## src/rtl/display_sched.sv

```systemverilog
// Display scheduler for a cooking appliance front panel.
// Chooses which value source drives the display (wall clock, keypad entry,
// cook timer) and produces the blink strobe shown when cooking finishes.
module display_sched #(
  parameter logic [15:0] KEY_TIMEOUT = 16'd5000,
  parameter logic [15:0] DONE_HOLD   = 16'd3000,
  parameter logic [15:0] BLINK_DIV   = 16'd500
) (
  input  logic       clk,
  input  logic       rst_n,
  input  logic       key_valid,
  input  logic       start,
  input  logic       clear,
  input  logic       done,
  output logic       ShowC,
  output logic       ShowK,
  output logic       ShowT,
  output logic [1:0] mode,
  output logic       blink
);

  localparam int unsigned CntW = 16;

  typedef enum logic [1:0] {
    S_CLOCK = 2'b00,
    S_KEYIN = 2'b01,
    S_COOK  = 2'b10,
    S_DONE  = 2'b11
  } stateT;

  stateT         state, stateNext;
  logic [CntW-1:0] cnt, cntNext;
  logic [CntW-1:0] div, divNext;
  logic          blinkNext;

  // State register
  always_ff @(posedge clk or negedge rst_n) begin
    if (!rst_n) begin
      state <= S_CLOCK;
    end else begin
      state <= stateNext;
    end
  end

  // Next state, shared idle/hold counter and blink divider
  always_comb begin
    stateNext = state;
    cntNext   = cnt;
    divNext   = div;
    blinkNext = blink;

    case (state)
      S_CLOCK: begin
        if (key_valid) stateNext = S_KEYIN;
      end
      S_KEYIN: begin
        if (clear)                                  stateNext = S_CLOCK;
        else if (start)                             stateNext = S_COOK;
        else if (key_valid)                         cntNext   = '0;
        else if (cnt == KEY_TIMEOUT - CntW'(1))     stateNext = S_CLOCK;
        else                                        cntNext   = cnt + CntW'(1);
      end
      S_COOK: begin
        if (clear)     stateNext = S_CLOCK;
        else if (done) stateNext = S_DONE;
      end
      S_DONE: begin
        if (clear)                                stateNext = S_CLOCK;
        else if (key_valid)                       stateNext = S_KEYIN;
        else if (cnt == DONE_HOLD - CntW'(1))     stateNext = S_CLOCK;
        else begin
          cntNext = cnt + CntW'(1);
          if (div == BLINK_DIV - CntW'(1)) begin
            divNext   = '0;
            blinkNext = ~blink;
          end else begin
            divNext = div + CntW'(1);
          end
        end
      end
    endcase

    // Every state entry restarts the counter and divider; blink starts lit in DONE only
    if (stateNext != state) begin
      cntNext   = '0;
      divNext   = '0;
      blinkNext = (stateNext == S_DONE);
    end
  end

  // Counter, divider and registered outputs decoded from the next state
  always_ff @(posedge clk or negedge rst_n) begin
    if (!rst_n) begin
      cnt   <= '0;
      div   <= '0;
      blink <= 1'b0;
      mode  <= 2'b00;
      ShowC <= 1'b1;
      ShowK <= 1'b0;
      ShowT <= 1'b0;
    end else begin
      cnt   <= cntNext;
      div   <= divNext;
      blink <= blinkNext;
      mode  <= 2'(stateNext);
      ShowC <= (stateNext == S_CLOCK);
      ShowK <= (stateNext == S_KEYIN);
      ShowT <= (stateNext == S_COOK) || (stateNext == S_DONE);
    end
  end

endmodule

```

## config.mk

```make
export PLATFORM = sky130hd
export DESIGN_NAME = display_sched
export DESIGN_NICKNAME = d
export VERILOG_FILES = /design/src/rtl/display_sched.sv
export SDC_FILE = /design/constraint.sdc
export NUM_CORES = 1
export LEC_CHECK = 0
export ABC_CLOCK_PERIOD_IN_PS = 2500
export CORE_ASPECT_RATIO = 2
export CORE_MARGIN = 2
export CORE_UTILIZATION = 59
export DETAILED_ROUTE_END_ITERATION = 10
export PLACE_DENSITY = 0.79
export SKIP_CTS_REPAIR_TIMING = 1
export SYNTH_ARGS = -nofsm -noshare
export SYNTH_HDL_FRONTEND = slang
export SYNTH_SLANG_ARGS = --single-unit
```

## constraint.sdc

```tcl
create_clock -name clk -period 2.5 [get_ports clk]
set_input_delay 0.375 -clock clk [delete_from_list [all_inputs] [get_ports clk]]
set_output_delay 0.375 -clock clk [all_outputs]
set_load 0.02 [all_outputs]
```

# Word level (Yosys, flattened, before mapping)
# Index checks and enable logic that the tools add are counted.
[totals]
input_bits = 6
regBits = 38
[classes]
muxes = 32
bitwise_logic = 1
addsub = 2
n_eq_ne = 19
reduce_logical = 9
[op_table]
columns = ["op", "count"]
rows = [
  ["$mux 16", 14],
  ["$add 16x1->16 const B", 2],
  ["$pmux 16 s2", 1],
  ["$mux 2", 10],
  ["$eq 16x12->1 const B", 1],
  ["$eq 16x13->1 const B", 1],
  ["$eq 16x9->1 const B", 1],
  ["$ne 3x3->1 const B", 5],
  ["$eq 2x2->1 const B", 4],
  ["$pmux 2 s4", 1],
  ["$reduce_and 7->1", 1],
  ["$mux 1", 6],
  ["$ne 2x1->1 const B", 3],
  ["$reduce_and 5->1", 1],
  ["$eq 2x1->1 const B", 2],
  ["$logic_not 2->1", 2],
  ["$ne 4x4->1 const B", 1],
  ["$reduce_and 4->1", 1],
  ["$reduce_bool 2->1", 2],
  ["$reduce_bool 3->1", 1],
  ["$ne 2x2->1", 1],
  ["$logic_or 1x1->1", 1],
  ["$not 1->1", 1],
]

# Logic depth before layout (Yosys ltp)
[logic_depth]
depth_word = 9
mapped_depth = 9
mapped_depth_nobuf = 7

# Worst setup path after synthesis
# No wires, ideal clock.
[synth_timing]
path_type = "register to register"
startpoint = "register cnt[6]"
endpoint = "register cnt[11]"
n_path_buf = 2
setup_ps = 126
stages_incl_launch_ff = 9
setup_slack_ps = 342
required_ps = 2374
t_arrival_ps = 2032
period_less_slack_ps = 2158
path_cell_list = "dfrtp_1 > or4_4 > nor3_2 > a21boi_1 > or3_1 > buf_6 > buf_6 > a32oi_1 > o21ai_1"
[synth_via]
elab_chain_len = 9
word_cells_on_any_way = 29
[synth_rtl]
columns = ["item", "line", "source"]
rows = [
  ["start: declaration", "32", "logic [CntW-1:0] cnt, cntNext;"],
  ["start signal: assignment", "102", "cnt <= cntNext;"],
  ["$eq 16x13->1", "60", "else if (cnt == KEY_TIMEOUT - CntW'(1)) stateNext = S_CLOCK;"],
  ["$mux 2", "60", ""],
  ["$mux 2", "59", "else if (key_valid) cntNext = '0;"],
  ["$mux 2", "58", "else if (start) stateNext = S_COOK;"],
  ["$mux 2", "57", "if (clear) stateNext = S_CLOCK;"],
  ["$pmux 2 s4", "52", "case (state)"],
  ["$ne 2x2->1", "84", "if (stateNext != state) begin"],
  ["$ne 4x4->1 (no line) (tied with other cells)", "--", ""],
  ["$reduce_and 7->1 (no line)", "--", ""],
]
# Several ways; a longest one is shown, not always the timed one. The select of a mux whose other input is x is not followed.
# A chain may end at the register's enable or synchronous reset.

# Worst setup path in the final report
[layout_timing]
startpoint = "register cnt[6]"
endpoint = "register cnt[5]"
# Same word-level chain as after synthesis.

==> qor.txt <==
Clock buffer depth = 2
Power share of the clock group = 25.5%
Non-filler instance count after layout = 332
Pins Over Slew Limit = 0
RSZ-0062 raised after global routing = false
Post-synth EDFFs = 0
CP Capture Type = flip-flop
Internal = 1020 uW
Syn-to-layout area delta = 11.2%
Setup CP Type = flip-flop to flip-flop
Vias in the first global route = 2047
Length of routed met2 wiring = 3070 um
Crit path depth = 7
Critical path cell sequence = or4_4 -> nor3_2 -> a21boi_1 -> or3_1 -> buf_4 -> a32oi_1 -> o21ai_1
# DRC = 0
Ys flop type = dfrtp_1
Inst Count DP = 324
Leading cell type in the layout, fill and taps excluded = dfrtp_1
WL/cell = 16.2 um
Die Ht = 91.3 um
Psw = 617 uW
R2R depth = 7
Synth Warn # = 0
FILL cells = 345
Hold violation count in the final report = 0
Count of nets after finishing = 290
Critical Path RT = 2.68 ns
Maximum VDD drop = 395 uV
Worst-Skew Late Latency = 0.29 ns
Area after DPL = 0.00241 mm^2
Vias/cell = 6.20
Die W = 47.7 um
Final setup violation count = 0
H-tree Lvls = 2
Top delay family on crit path = simple AND/OR/NAND/NOR gates
CTS tree = yes
Arrival @ worst endpoint = 2.52 ns
Initial DRC Count = 34
CP Max Fanout = 15
DR top layer = met4
Crit path launch type = flip-flop
Skew final = 0.00759 ns
Clock transition at path regs = 0.08 ns
Critical path's largest stage delay = 0.59 ns
Minimum clock period = 2.35 ns
Worst path slowest cell = or4_4
Cells after Synth = 267
Cell row count = 31
PwrDens = 656 mW/mm^2
Placeable Area = 0.00365 mm^2
Largest net degree at the start of global routing = 38
Initial core utilization = 61.7%
Source of the critical timing path = cnt[6]
Fmax = 426 MHz
Logic pwr share = 30.8%
Post-route cell area = 0.00250 mm^2
DRT Wirelength = 5370 um
Via Count = 2060
Mapped Area = 0.00225 mm^2
Routed Antenna Nets = 0
Sw Share = 37.6%
Global-route wire length before repair = 8980 um
Buffers and inverters on the worst path = 1
Final RePlAce weighted congestion = 0.847
LEAKAGE = 0.000951 uW
Mapped Avg Cell Area = 8.42 um^2
Number of antenna repair diodes = 0
Worst Hold Slack = 0.175 ns
Max-cap violation count = 0
Final Cycle Share = 93.9%
CTS Buf Count = 5
First-pass DRT Iterations = 4
Wl on met1 = 2010 um
Worst-Margin Slew = 0.842 ns
Worst hold path type = primary input to async pin
Grt total ovfl = 0
Clock sink count = 37
Relative slew slack = 43.9%
Status = complete, no violations
Count of buffers from port buffering = 11
Sequential-to-total area share from yosys stat = 41.2%
HPWL Detailed = 3960 um
Power Total = 1640 uW
Synthesized net count = 275
Sequential power share = 43.7%
Number of distinct library cells after synthesis = 47
RR Startpoint = cnt[6]
Initial antenna violation count = 0
Root buffer cell = clkbuf_8
All-Layer GR Usage = 28.3%
Die Footprint = 0.00435 mm^2
TNS Setup = 0 ns
Ports = 12
WL met3 = 114 um
Share of cells above drive strength 1 = 10.2%
Synth Register Bits = 37
Commonest cells after routing, fill and taps aside = 36 x dfrtp_1, 31 x nand2_1, 27 x nor2_1
Fraction of registers with async set/reset = 100%
-- cells in the mapped netlist (2+ instances only) --
library cell	number	area (um^2)
buf_6	2	22.5
nor2_1	27	101
or3_1	6	37.5
and4_1	2	17.5
o311ai_1	3	26.3
nor3_1	5	25.0
nor4b_1	2	17.5
and2_1	5	31.3
o21ai_1	23	115
a31oi_1	3	18.8
nand3b_1	8	60.1
o32ai_1	2	17.5
o21ai_0	3	15.0
inv_1	7	26.3
a21o_1	3	22.5
dfrtp_1	36	901
nand4_1	6	37.5
clkbuf_1	6	22.5
a32oi_1	10	87.6
buf_4	4	30.0
a21oi_1	19	95.1
nor4_1	5	31.3
nand3_1	18	90.1
and3_1	8	50.1
ha_1	2	25.0
nand2_1	31	116
-- sequential cells by signal (all words and copies together) (netlist names) --
register  count
mode          1
ShowK         1
cnt          16
ShowT         1
ShowC         1
div          16
blink         1
-- final timing paths --
check / endpoint / slack [ns]
max in group asynchronous: div[8] / 1.78
worst max-delay path: cnt[5] / 0.15
worst min register to register: div[0] / 0.53
worst min-delay path: div[13] / 0.17
min in group clk: div[0] / 0.53
worst max register to register: cnt[5] / 0.15
-- cells by family (layout without fill, tap and decap cells) --
family          Yosys count  count (layout)  synth area share [%]
simple gates            135             135                  32.6
buf+inv                  21              37                  4.90
flops                    37              37                  41.2
xor+xnor                  1               1                 0.390
fa+ha+maj                 2               2                  1.11
compound gates           71              71                  19.8
-- worst reg2reg max path: cells and delay by family, from the launching register on --
kind                   cells  cell delay (ns)
AOI/OAI and AO/OA          3             0.37
buffers and inverters      1             0.24
DFF                        1             0.42
and+or+nand+nor            3             1.21
-- cell type report --
cell class / instances / area [um^2] / share of cell area, %
clock buffer: 5 / 68.8 / 2.75
clock inverter: 3 / 17.5 / 0.701
sequential: 37 / 927 / 37.1
multi-input combinational: 209 / 1210 / 48.4
tap: 49 / 61.3 / 2.45
inverter: 7 / 26.3 / 1.05
timing repair buffer: 22 / 188 / 7.51
-- metal layers --
layer  vias to the layer above  track usage (%)
li1                       1016                -
met1                       991             30.3
met2                        39             49.3
met3                        14             4.57
met4                         0             14.0
met5                         -                0
-- per-stage QoR --
stage	setup slack [ns]	utilization, %
final	0.152	68.6
after global routing	0.0216	68.6
after CTS	0.156	68.6
after detailed placement	0.0998	66.2
after global placement	0.131	66.2
after floorplan	0.342	-
-- power by group through the flow --
stage	Sequential (uW)	Combinational [uW]	Clock [uW]
after floorplan	735	338	0
after global placement	726	503	0
after detailed placement	727	511	0
after CTS	716	510	427
after global routing	727	554	453
final	716	505	419
Power figures use the tool's default switching activity.
